===== src/rtl/fifo_stream_pkg.sv =====
// fifo_stream_pkg
//   Constants and helpers shared by the FIFO read-drain stage.
//   RD_BUF_DEPTH : entries in the re-timing buffer
//   RD_LATENCY   : FIFO read latency (rd_en -> rd_data) absorbed by the buffer
//   ptr_inc      : modulo-RD_BUF_DEPTH pointer increment
package fifo_stream_pkg;

  localparam int RD_BUF_DEPTH = 3;
  localparam int RD_LATENCY   = 1;

  function automatic logic [1:0] ptr_inc(input logic [1:0] p);
    return (p == 2'(RD_BUF_DEPTH - 1)) ? 2'd0 : p + 2'd1;
  endfunction

endpackage


===== src/rtl/stream_skid_buf3.sv =====
// stream_skid_buf3
//   3-entry circular buffer that turns captured FIFO words into a
//   valid/ready stream.
//   clk, rst       : clock, async active-high reset (pointers/count only)
//   push_i         : write push_data_i this cycle
//   push_data_i    : word to capture
//   pop_ready_i    : downstream ready; a pop happens when valid_o && pop_ready_i
//   valid_o        : buffer non-empty
//   data_o         : head-of-buffer word
//   count_o        : words currently held (0..3)
module stream_skid_buf3
  import fifo_stream_pkg::*;
#(
  parameter int DATA_WIDTH = 8
) (
  input  logic                  clk,
  input  logic                  rst,
  input  logic                  push_i,
  input  logic [DATA_WIDTH-1:0] push_data_i,
  input  logic                  pop_ready_i,
  output logic                  valid_o,
  output logic [DATA_WIDTH-1:0] data_o,
  output logic [1:0]            count_o
);

  logic [DATA_WIDTH-1:0] mem_q [RD_BUF_DEPTH];
  logic [1:0] wptr_q, wptr_d;
  logic [1:0] rptr_q, rptr_d;
  logic [1:0] count_q, count_d;
  logic       pop;

  assign valid_o = (count_q != 2'd0);
  assign data_o  = mem_q[rptr_q];
  assign count_o = count_q;
  assign pop     = valid_o && pop_ready_i;

  always_comb begin
    wptr_d  = wptr_q;
    rptr_d  = rptr_q;
    count_d = count_q;
    if (push_i) wptr_d = ptr_inc(wptr_q);
    if (pop)    rptr_d = ptr_inc(rptr_q);
    // simultaneous push and pop leaves the count unchanged
    case ({push_i, pop})
      2'b10:   count_d = count_q + 2'd1;
      2'b01:   count_d = count_q - 2'd1;
      default: count_d = count_q;
    endcase
  end

  always_ff @(posedge clk or posedge rst) begin
    if (rst) begin
      wptr_q  <= 2'd0;
      rptr_q  <= 2'd0;
      count_q <= 2'd0;
    end else begin
      wptr_q  <= wptr_d;
      rptr_q  <= rptr_d;
      count_q <= count_d;
    end
  end

  // Storage is not reset; stale contents are masked by count_q == 0.
  // A push never lands on the head entry while it is valid because the
  // issue logic keeps count + inflight <= depth.
  always_ff @(posedge clk) begin
    if (push_i) mem_q[wptr_q] <= push_data_i;
  end

endmodule


===== src/rtl/fifo_stream_rd.sv =====
// fifo_stream_rd
//   Drains a synchronous FIFO (1-cycle registered read) into a valid/ready
//   stream with fixed-length burst framing.
//   clk, rst      : clock, async active-high reset
//   fifo_empty    : FIFO empty flag
//   fifo_rd_data  : FIFO read data, valid the cycle after fifo_rd_en
//   fifo_rd_en    : FIFO pop request
//   m_valid/m_ready/m_data/m_last : output stream, m_last on every
//                   BURST_LEN-th accepted beat
//   occupancy     : words held in the internal buffer
module fifo_stream_rd
  import fifo_stream_pkg::*;
#(
  parameter int DATA_WIDTH = 8,
  parameter int BURST_LEN  = 4,
  parameter int CNT_WIDTH  = $clog2(BURST_LEN + 1)
) (
  input  logic                  clk,
  input  logic                  rst,
  input  logic                  fifo_empty,
  input  logic [DATA_WIDTH-1:0] fifo_rd_data,
  output logic                  fifo_rd_en,
  output logic                  m_valid,
  input  logic                  m_ready,
  output logic [DATA_WIDTH-1:0] m_data,
  output logic                  m_last,
  output logic [1:0]            occupancy
);

  localparam logic [CNT_WIDTH-1:0] LAST_BEAT = CNT_WIDTH'(BURST_LEN - 1);

  logic                 inflight_q;
  logic [CNT_WIDTH-1:0] beat_cnt_q, beat_cnt_d;
  logic [2:0]           committed;
  logic                 hs;

  // Slots already spoken for: buffered words plus the word still in the
  // FIFO's read register. Issue only from registered state so there is no
  // combinational path from m_ready to fifo_rd_en.
  assign committed  = {1'b0, occupancy} + {2'b00, inflight_q};
  assign fifo_rd_en = !rst && !fifo_empty && (committed < 3'(RD_BUF_DEPTH));

  always_ff @(posedge clk or posedge rst) begin
    if (rst) inflight_q <= 1'b0;
    else     inflight_q <= fifo_rd_en;
  end

  stream_skid_buf3 #(
    .DATA_WIDTH (DATA_WIDTH)
  ) u_buf (
    .clk         (clk),
    .rst         (rst),
    .push_i      (inflight_q),
    .push_data_i (fifo_rd_data),
    .pop_ready_i (m_ready),
    .valid_o     (m_valid),
    .data_o      (m_data),
    .count_o     (occupancy)
  );

  assign hs     = m_valid && m_ready;
  assign m_last = m_valid && (beat_cnt_q == LAST_BEAT);

  // Beat position survives FIFO-empty gaps; only reset starts a new burst.
  always_comb begin
    beat_cnt_d = beat_cnt_q;
    if (hs) beat_cnt_d = m_last ? '0 : beat_cnt_q + CNT_WIDTH'(1);
  end

  always_ff @(posedge clk or posedge rst) begin
    if (rst) beat_cnt_q <= '0;
    else     beat_cnt_q <= beat_cnt_d;
  end

  a_no_overflow: assert property (@(posedge clk) disable iff (rst)
    committed <= 3'(RD_BUF_DEPTH));

  a_no_pop_empty: assert property (@(posedge clk) disable iff (rst)
    !(fifo_rd_en && fifo_empty));

endmodule

===== config.mk =====
export PLATFORM = sky130hd
export DESIGN_NAME = fifo_stream_rd
export DESIGN_NICKNAME = d
export VERILOG_FILES = /design/src/rtl/fifo_stream_pkg.sv /design/src/rtl/stream_skid_buf3.sv /design/src/rtl/fifo_stream_rd.sv
export SDC_FILE = /design/constraint.sdc
export NUM_CORES = 1
export LEC_CHECK = 0
export CAP_MARGIN = 20
export CORE_MARGIN = 8
export CORE_UTILIZATION = 40
export CTS_CLUSTER_DIAMETER = 100
export DETAILED_ROUTE_END_ITERATION = 8
export SYNTH_ARGS = -nofsm -noshare
export SYNTH_HDL_FRONTEND = slang
export SYNTH_SLANG_ARGS = --single-unit

===== constraint.sdc =====
create_clock -name clk -period 3.84 [get_ports clk]
set_input_delay 0.768 -clock clk [delete_from_list [all_inputs] [get_ports clk]]
set_output_delay 0.768 -clock clk [all_outputs]
set_load 0.03 [all_outputs]

==> results of run 1 <==
## synth_stat cells
master,n,share of area
buf_4,1,0.0055
buf_2,2,0.0073
nor2_1,3,0.0082
nand2_1,11,0.030
a21oi_1,1,0.0036
and3_1,1,0.0046
a21o_1,3,0.016
a31oi_1,1,0.0046
inv_1,3,0.0082
dfrtp_1,10,0.18
mux2_2,1,0.0082
xnor2_1,2,0.013
mux2i_1,8,0.058
nand2b_1,1,0.0046
nor3_1,2,0.0073
edfxtp_1,24,0.53
a2111oi_0,1,0.0064
mux2_4,1,0.011
o21ai_4,1,0.012
xor2_1,1,0.0064
or2_2,1,0.0046
ha_1,4,0.036
o21ai_0,9,0.033
inv_2,1,0.0027
## metal layers
metal / share of wire / vias up / GRT usage
li1: - / 393 / -
met1: 0.40 / 372 / 0.0907
met2: 0.53 / 23 / 0.166
met3: 0.058 / 2 / 0.0539
met4: 0.0066 / 0 / 0.0391
met5: 0 / - / 0
## worst max-delay path by stage
stage	start	to	slack, ns	cells past startpoint
final	u_buf.count_o[0]	fifo_rd_en	0.47	4
after detailed placement	fifo_empty	fifo_rd_en	0.66	3
after CTS	u_buf.count_o[0]	fifo_rd_en	0.42	4
after floorplan	u_buf.count_o[0]	fifo_rd_en	0.31	3
after global placement	fifo_empty	fifo_rd_en	0.70	3
after global routing	u_buf.count_o[0]	fifo_rd_en	0.28	4
## power breakdown
part / switching (mW) / leakage [nW] / internal, mW
combinational: 0.292 / 0.281 / 0.259
sequential: 0.0982 / 0.342 / 0.472
clock: 0.112 / 0.0399 / 0.135
total: 0.502 / 0.664 / 0.867
## stage by stage
stage	setup WS [ns]	instance area, um^2
final	0.472	1730
after global routing	0.285	1730
after CTS	0.416	1730
after detailed placement	0.660	1660
after global placement	0.702	1660
after floorplan	0.314	1370
## kinds of logic (layout without fill, tap and decap cells)
| family | count (synthesis) | count (layout) | synth area share |
|---|---|---|---|
| simple gates | 19 | 19 | 0.0593 |
| flops | 34 | 34 | 0.708 |
| xor+xnor | 3 | 3 | 0.0192 |
| mux | 10 | 10 | 0.0776 |
| buf+inv | 7 | 37 | 0.0237 |
| fa+ha+maj | 4 | 4 | 0.0365 |
| compound gates | 16 | 16 | 0.0757 |
## flip-flops by register name, summed over array words and instances, names as in the netlist
register,count
u_buf.rptr_q,2
u_buf.mem_q,24
beat_cnt_q,3
u_buf.wptr_q,2
inflight_q,1
u_buf.count_o,2
## layout make-up
class	instances	area (um^2)	share of cell area
Timing Repair Buffer	25	248	0.143
Clock inverter	2	33.8	0.0195
Multi-Input combinational cell	52	368	0.212
Sequential cell	34	971	0.560
Inverter	4	15.0	0.00866
Clock buffer	6	41.3	0.0238
Tap cell	46	57.6	0.0332
## worst max-delay path, stage by stage (launching register included)
cell and delay (ns):
dfrtp_1 0.48, ha_1 0.24, ha_1 0.26, a2111oi_0 0.51
clkdlybuf4s50_1 0.78
==> metrics, run 1 <==
Routability Congestion 0.676; wire length per cell 13.5 um; first-pass GRT wire length 3750 um; worst endpoint required time 3.07 ns; synthesized area 1370 um^2; post-cts hold buffer count 0; Post-CTS Setup Inserts 0; fmax 0.297 GHz; DRC 0; YS warnings 0; via count 790; Worst IR Drop VDD 0.000351 V; Tot Pwr 1.37 mW; max_cap viols 0; CP Data Arrival Time 2.60 ns; Rows 21; # IOs 25; die height 74.6 um; Cell variety after synth 24; Max Slew Vio Count 0; Initial Util 0.414; worst reg-to-reg path cell count 3; Hold Crit Class reg -> reg; root buffer cell clkbuf_4; routed wire length 2290 um; Max Root-Sink Buffers 2; share of cells above drive strength 1 0.0976; Die W 74.6 um; pin count of the biggest net entering global routing 20; Max Fanout on Critical Path 6; Total GRT Usage 0.0955; Critical Path End Type output port; post-route insts no fill 169; Hold EP beat_cnt_q[1]; RSZ-0062 raised after global routing false; worst reg2reg setup slack 2.08 ns; Cells after Synth 93; Final Util 0.524; clk slew on worst S/H paths 0.09 ns; ant diodes 0; Lkg Pwr 0.664 nW; Layout Nets 138; DR pass1 iterations 4; HP Start beat_cnt_q[1]; Slew headroom 0.420; TritonCTS clock tree built; endpoints failing setup 0; worst-skew pair later-pin latency 0.33 ns; Fin Setup TNS 0 ns; Seq/Total Area, Yosys 0.708; First DRT Iteration DRCs 25; WHS 0.520 ns; Startpoint Class register; Crit Path Class reg -> out; PD cells 789 nW/um^2; final worst path period share 0.877; hold depth 1; slew of the pin with the lowest slew margin 0.863 ns; synthesized area per cell 14.7 um^2; status finished, final reports clean; Vias/cell 4.67; Fin Clk Skew 0.0107 ns; Final Hold Fails 0; FF+latch count, synth 34; DP Cell Count 161; H-tree depth 2; Reg-to-Reg Start inflight_q; DRT antenna net count 0; Num CTS Buffers 5; Syn-to-layout area delta 26.5%; Crit Reg-Reg Endpoint u_buf.mem_q[0][3]; post-DP HPWL 1660 um; crit path time final 3.37 ns; Filler cells 302; cts repair resizes 0; most frequent cells in the layout clkdlybuf4s50_1 (24), edfxtp_1 (24), nand2_1 (11); DIE AREA 5560 um^2; number of global-route vias before repair 840; GRT overflow 0; Sink Count 34; PortBufs 24; initial antenna violation count 0; syn nets 109; Placeable Area 3310 um^2
Note: power is estimated with default switching activity, not from simulation.
==> inputs of run 2 (changes only) <==
Settings changed: CORE_UTILIZATION 40 to 45, PLACE_DENSITY set to 0.7.
Clock period 3.84 ns to 3.2 ns, I/O delays scaled along.
==> run 2 against run 1 <==
Design area fell by 2.2%; critical path depth did not move; global-route usage rose by 0.20 points; sequential power rose by 20%; die area fell by 8.8%; register-to-register slack got worse by 0.45 ns; first-iteration DRC count fell by 12%; sequential share of layout area rose by 1.2 points; combinational power rose by 21%; final cell count fell by 7.7%; clock power fell by 16%; utilization rose by 4.6 points.
==> metrics, run 2 (synthesis gave the netlist of run 1 again) <==
DR pass1 iterations 3 (-1); initial antenna violation count 0 (unchanged); H-tree depth 2 (unchanged); Fin Clk Skew 0.00534 ns (-0.00540 ns); max_cap viols 0 (unchanged); Slew headroom 0.401 (-0.0194); number of global-route vias before repair 813 (-3.2%); Crit Path Class reg -> out; post-cts hold buffer count 0 (unchanged); Max Root-Sink Buffers 2 (unchanged); largest registers u_buf.mem_q x24, beat_cnt_q x3; pin count of the biggest net entering global routing 20 (unchanged); Initial Util 0.461 (+0.0463); slew of the pin with the lowest slew margin 0.895 ns (+0.0324 ns); Placeable Area 2980 um^2 (-10%); worst reg2reg setup slack 1.63 ns (-0.45 ns); share of cells above drive strength 1 0.0976 (unchanged); fmax 0.364 GHz; Worst IR Drop VDD 0.000387 V (+10%); Critical Path End Type output port; First DRT Iteration DRCs 22 (-12%); Fin Setup TNS 0 ns (unchanged); Syn-to-layout area delta 23.7%; final worst path period share 0.857; max FFs per register 24 (unchanged); Vias/cell 5.14 (+10%); RSZ-0062 raised after global routing false; Hold EP beat_cnt_q[1]; Reg-to-Reg Start u_buf.count_o[0]; Max Slew Vio Count 0 (unchanged); PortBufs 24 (unchanged); clk slew on worst S/H paths 0.09 ns (about the same); hold depth 1 (unchanged); crit path time final 2.74 ns; ant diodes 0 (unchanged); Filler cells 257 (-15%); Final Hold Fails 0 (unchanged); HP Start beat_cnt_q[1]; Die W 71.2 um (-4.5%); Post-CTS Setup Inserts 0 (unchanged); endpoints failing setup 0 (unchanged); Crit Reg-Reg Endpoint inflight_q; Top reg by flops u_buf.mem_q; # IOs 25 (unchanged); TritonCTS clock tree built; most frequent cells in the layout edfxtp_1 (24), clkdlybuf4s50_1 (23), nand2_1 (11); Num CTS Buffers 5 (unchanged); CP Data Arrival Time 2.10 ns (-0.50 ns); worst-skew pair later-pin latency 0.31 ns (-0.02 ns); routed wire length 2300 um (+0.61%); DP Cell Count 148 (-8.1%); Routability Congestion 0.712 (+5.3%); first-pass GRT wire length 3790 um (+1.1%); die height 71.2 um (-4.5%); wire length per cell 14.7 um (+9.0%); Sink Count 34 (unchanged); WHS 0.529 ns (+0.00932 ns); Max Fanout on Critical Path 6 (unchanged); Startpoint Class register; DRC 0 (unchanged); status finished, final reports clean; post-route insts no fill 156 (-7.7%); Rows 20 (-4.8%); PD cells 920 nW/um^2 (+17%); worst reg-to-reg path cell count 3 (unchanged); via count 802 (+1.5%); DRT antenna net count 0 (unchanged); DIE AREA 5070 um^2 (-8.8%); Lkg Pwr 0.669 nW (+0.75%); most common cell after layout, fill and taps aside edfxtp_1; Hold Crit Class reg -> reg; fin worst setup slack 0.456 ns (-0.0162 ns); GRT overflow 0 (unchanged); root buffer cell clkbuf_4; Total GRT Usage 0.0975 (+0.00198); Layout Nets 138 (unchanged); cts repair resizes 0 (unchanged); worst endpoint required time 2.56 ns (-0.51 ns); Place WS 0.329 ns (-0.331 ns)
run 2: worst max-delay path by stage:
stage	startpoint	end	slack, ns	depth (start not counted)
3_5_place_dp	fifo_empty	fifo_rd_en	0.33	3
6_report	u_buf.count_o[0]	fifo_rd_en	0.46	4
4_1_cts	u_buf.count_o[0]	fifo_rd_en	0.00007	4
2_1_floorplan	u_buf.count_o[0]	fifo_rd_en	0.21	3
5_1_grt	u_buf.count_o[0]	fifo_rd_en	0.33	4
3_3_place_gp	fifo_empty	fifo_rd_en	0.38	3
run 2: power by group:
group | switching, mW | internal, mW
Clock | 0.126 | 0.0825
Combinational | 0.355 | 0.312
Sequential | 0.119 | 0.567
run 2: cell type report:
| cell class | instances | area (um^2) | area share |
|---|---|---|---|
| timing repair buffer | 25 | 250 | 0.147 |
| clock buffer | 6 | 41.3 | 0.0243 |
| multi-input combinational | 52 | 369 | 0.218 |
| tap | 33 | 41.3 | 0.0243 |
| clock inverter | 2 | 8.76 | 0.00516 |
| inverter | 4 | 15.0 | 0.00885 |
| sequential | 34 | 971 | 0.572 |
run 2: through the flow:
| step | total power, mW | util | cell area (um^2) |
|---|---|---|---|
| final | 1.56 | 0.570 | 1700 |
| after detailed placement | 1.38 | 0.552 | 1640 |
| after floorplan | 1.12 | - | 1370 |
| after CTS | 1.58 | 0.569 | 1690 |
| after global routing | 1.66 | 0.570 | 1700 |
| after global placement | 1.36 | 0.552 | 1640 |
run 2: worst max-delay path, stage by stage (launching register included):
cell	delay (ns)
dfrtp_1	0.48
ha_1	0.24
ha_1	0.27
a2111oi_1	0.44
dlymetal6s2s_1	0.36
run 2: metal layers:
layer | vias to the layer above | track usage | wire length [um]
li1 | 393 | - | -
met1 | 393 | 0.110 | 954
met2 | 14 | 0.159 | 1190
met3 | 2 | 0.0508 | 143
met4 | 0 | 0.0208 | 12
met5 | - | 0 | 0
==> inputs of run 3 (changes only) <==
Settings changed: CORE_ASPECT_RATIO set to 0.6, CTS_CLUSTER_DIAMETER 100 to unset.
==> run 3 against run 2 <==
Register-to-register slack better by 0.08 ns; clock power is 38% higher; maximum frequency grew 2.4%; combinational power is 4.3% higher; largest cell class unchanged; setup slack better by 0.064 ns; design area grew 2.9%; clock skew is 0.0024 ns higher; critical path type unchanged.
==> metrics, run 3 (synthesis gave the netlist of run 1 again) <==
Critical Path End Type output port; Lkg Pwr 0.683 nW (+2.2%); CP Data Arrival Time 2.04 ns (-0.06 ns); root buffer cell clkbuf_8; Hold Crit Class reg -> reg; fin worst setup slack 0.520 ns (+0.0639 ns); die height 58.8 um (-17%); status finished, final reports clean; Total GRT Usage 0.107 (+0.00945); crit path time final 2.68 ns (-0.0639 ns); Top reg by flops u_buf.mem_q; endpoints failing setup 0 (unchanged); cts repair resizes 0 (unchanged); Place WS 0.357 ns (+0.0282 ns); share of cells above drive strength 1 0.0968 (-0.000787); Reg-to-Reg Start u_buf.wptr_q[0]; number of global-route vias before repair 838 (+3.1%); Final Util 0.604 (+0.0341); fmax 0.373 GHz (+2.4%); Crit Reg-Reg Endpoint u_buf.mem_q[1][7]; Worst path max stage delay 0.72 ns (+0.24 ns); PD cells 950 nW/um^2 (+3.2%); Max Fanout on Critical Path 11 (+5); Fin Clk Skew 0.00770 ns (+0.00236 ns); Die W 87.3 um (+23%); Fin Setup TNS 0 ns (unchanged); HP Start beat_cnt_q[1]; most common cell after layout, fill and taps aside edfxtp_1; Vias/cell 4.83 (-6.1%); # IOs 25 (unchanged); Initial Util 0.474 (+0.0140); First DRT Iteration DRCs 23 (+4.5%); Hold EP beat_cnt_q[1]; DRT antenna net count 0 (unchanged); DIE AREA 5130 um^2 (+1.1%); routed wire length 2440 um (+6.0%); Max Root-Sink Buffers 2 (unchanged); final worst path period share 0.838 (-0.0200); Slowest cell on crit path clkdlybuf4s50_1; WHS 0.518 ns (-0.0116 ns); DR pass1 iterations 4 (+1); TritonCTS clock tree built; post-cts hold buffer count 0 (unchanged); Post-CTS Setup Inserts 0 (unchanged); hold depth 1 (unchanged); via count 801 (-0.12%); Filler cells 246 (-4.3%); crit-path cells mux2i_1 > o21ai_0 > clkdlybuf4s50_1; Placeable Area 2890 um^2 (-2.9%); ant diodes 0 (unchanged); Max Slew Vio Count 0 (unchanged); Num CTS Buffers 5 (unchanged); clk slew on worst S/H paths 0.07 ns (-0.02 ns); Rows 15 (-25%); Syn-to-layout area delta 27.3%; Seq. cell area 971 um^2 (unchanged); max FFs per register 24 (unchanged); worst reg-to-reg path cell count 2 (-1); pin count of the biggest net entering global routing 20 (unchanged); worst reg2reg setup slack 1.71 ns (+0.08 ns); Tot Pwr 1.66 mW (+6.2%); largest registers u_buf.mem_q x24, beat_cnt_q x3; most frequent cells in the layout edfxtp_1 (24), clkdlybuf4s50_1 (23), nand2_1 (11); slew of the pin with the lowest slew margin 0.859 ns (-0.0361 ns); worst endpoint required time 2.56 ns (about the same); Startpoint Class register; Worst IR Drop VDD 0.000501 V (+30%); RSZ-0062 raised after global routing false; Layout Nets 139 (+0.72%); Slew headroom 0.425 (+0.0241); post-DP HPWL 1760 um; initial antenna violation count 0 (unchanged); Multi-input gate area 369 um^2 (unchanged); DRC 0 (unchanged); Final Hold Fails 0 (unchanged); wire length per cell 14.7 um (-0.43%); Routability Congestion 0.719 (+1.1%); max_cap viols 0 (unchanged); GRT overflow 0 (unchanged); PortBufs 24 (unchanged); Crit Path Class reg -> out; Sink Count 34 (unchanged); worst-skew pair later-pin latency 0.27 ns (-0.04 ns); H-tree depth 2 (unchanged); first-pass GRT wire length 3980 um (+5.1%)
==> run 3: cell count changes in the layout (fill, tap and decap cells not counted), sizes merged <==
cell	previous run	this run
clkbuf	6	8
clkinv	2	0
buf	1	2
==> run 3: area by class of cell <==
class / instances / share of cell area
repair buffers: 26 / 0.148
well taps: 42 / 0.0301
inverters: 4 / 0.00860
multi-input cells: 52 / 0.211
clock buffers: 8 / 0.0459
flip-flops and latches: 34 / 0.556
==> run 3: worst max path at each step <==
| stage | depth (start not counted) | end | from |
|---|---|---|---|
| 6_report | 3 | m_data[3] | u_buf.rptr_q[0] |
| 5_1_grt | 3 | m_data[3] | u_buf.rptr_q[0] |
| 4_1_cts | 4 | fifo_rd_en | inflight_q |
| 3_5_place_dp | 3 | fifo_rd_en | fifo_empty |
| 3_3_place_gp | 3 | fifo_rd_en | fifo_empty |
| 2_1_floorplan | 3 | fifo_rd_en | u_buf.count_o[0] |
==> run 3: critical path, delay by kind of cell, from the launching register on <==
kind	cells	cell delay (ns)
AOI/OAI and AO/OA	1	0.23
muxes	1	0.14
buffers and inverters	1	0.72
DFF	1	0.67
==> run 3: through the flow <==
stage	instances	area, um^2
after floorplan	93	1370
after global placement	158	1660
after detailed placement	158	1660
after CTS	166	1740
after global routing	166	1750
final	166	1750
==> run 3: where the power goes <==
| part | switching [mW] | internal, mW |
|---|---|---|
| Clock | 0.134 | 0.154 |
| Sequential | 0.105 | 0.568 |
| Combinational | 0.375 | 0.321 |
==> run 3: metal layers <==
layer  up-vias  global-route usage  wire (um)
met3         2              0.0499        150
li1        397                   -          -
met2        24               0.165       1110
met1       378               0.123       1160
met5         -                   0          0
met4         0              0.0510         27
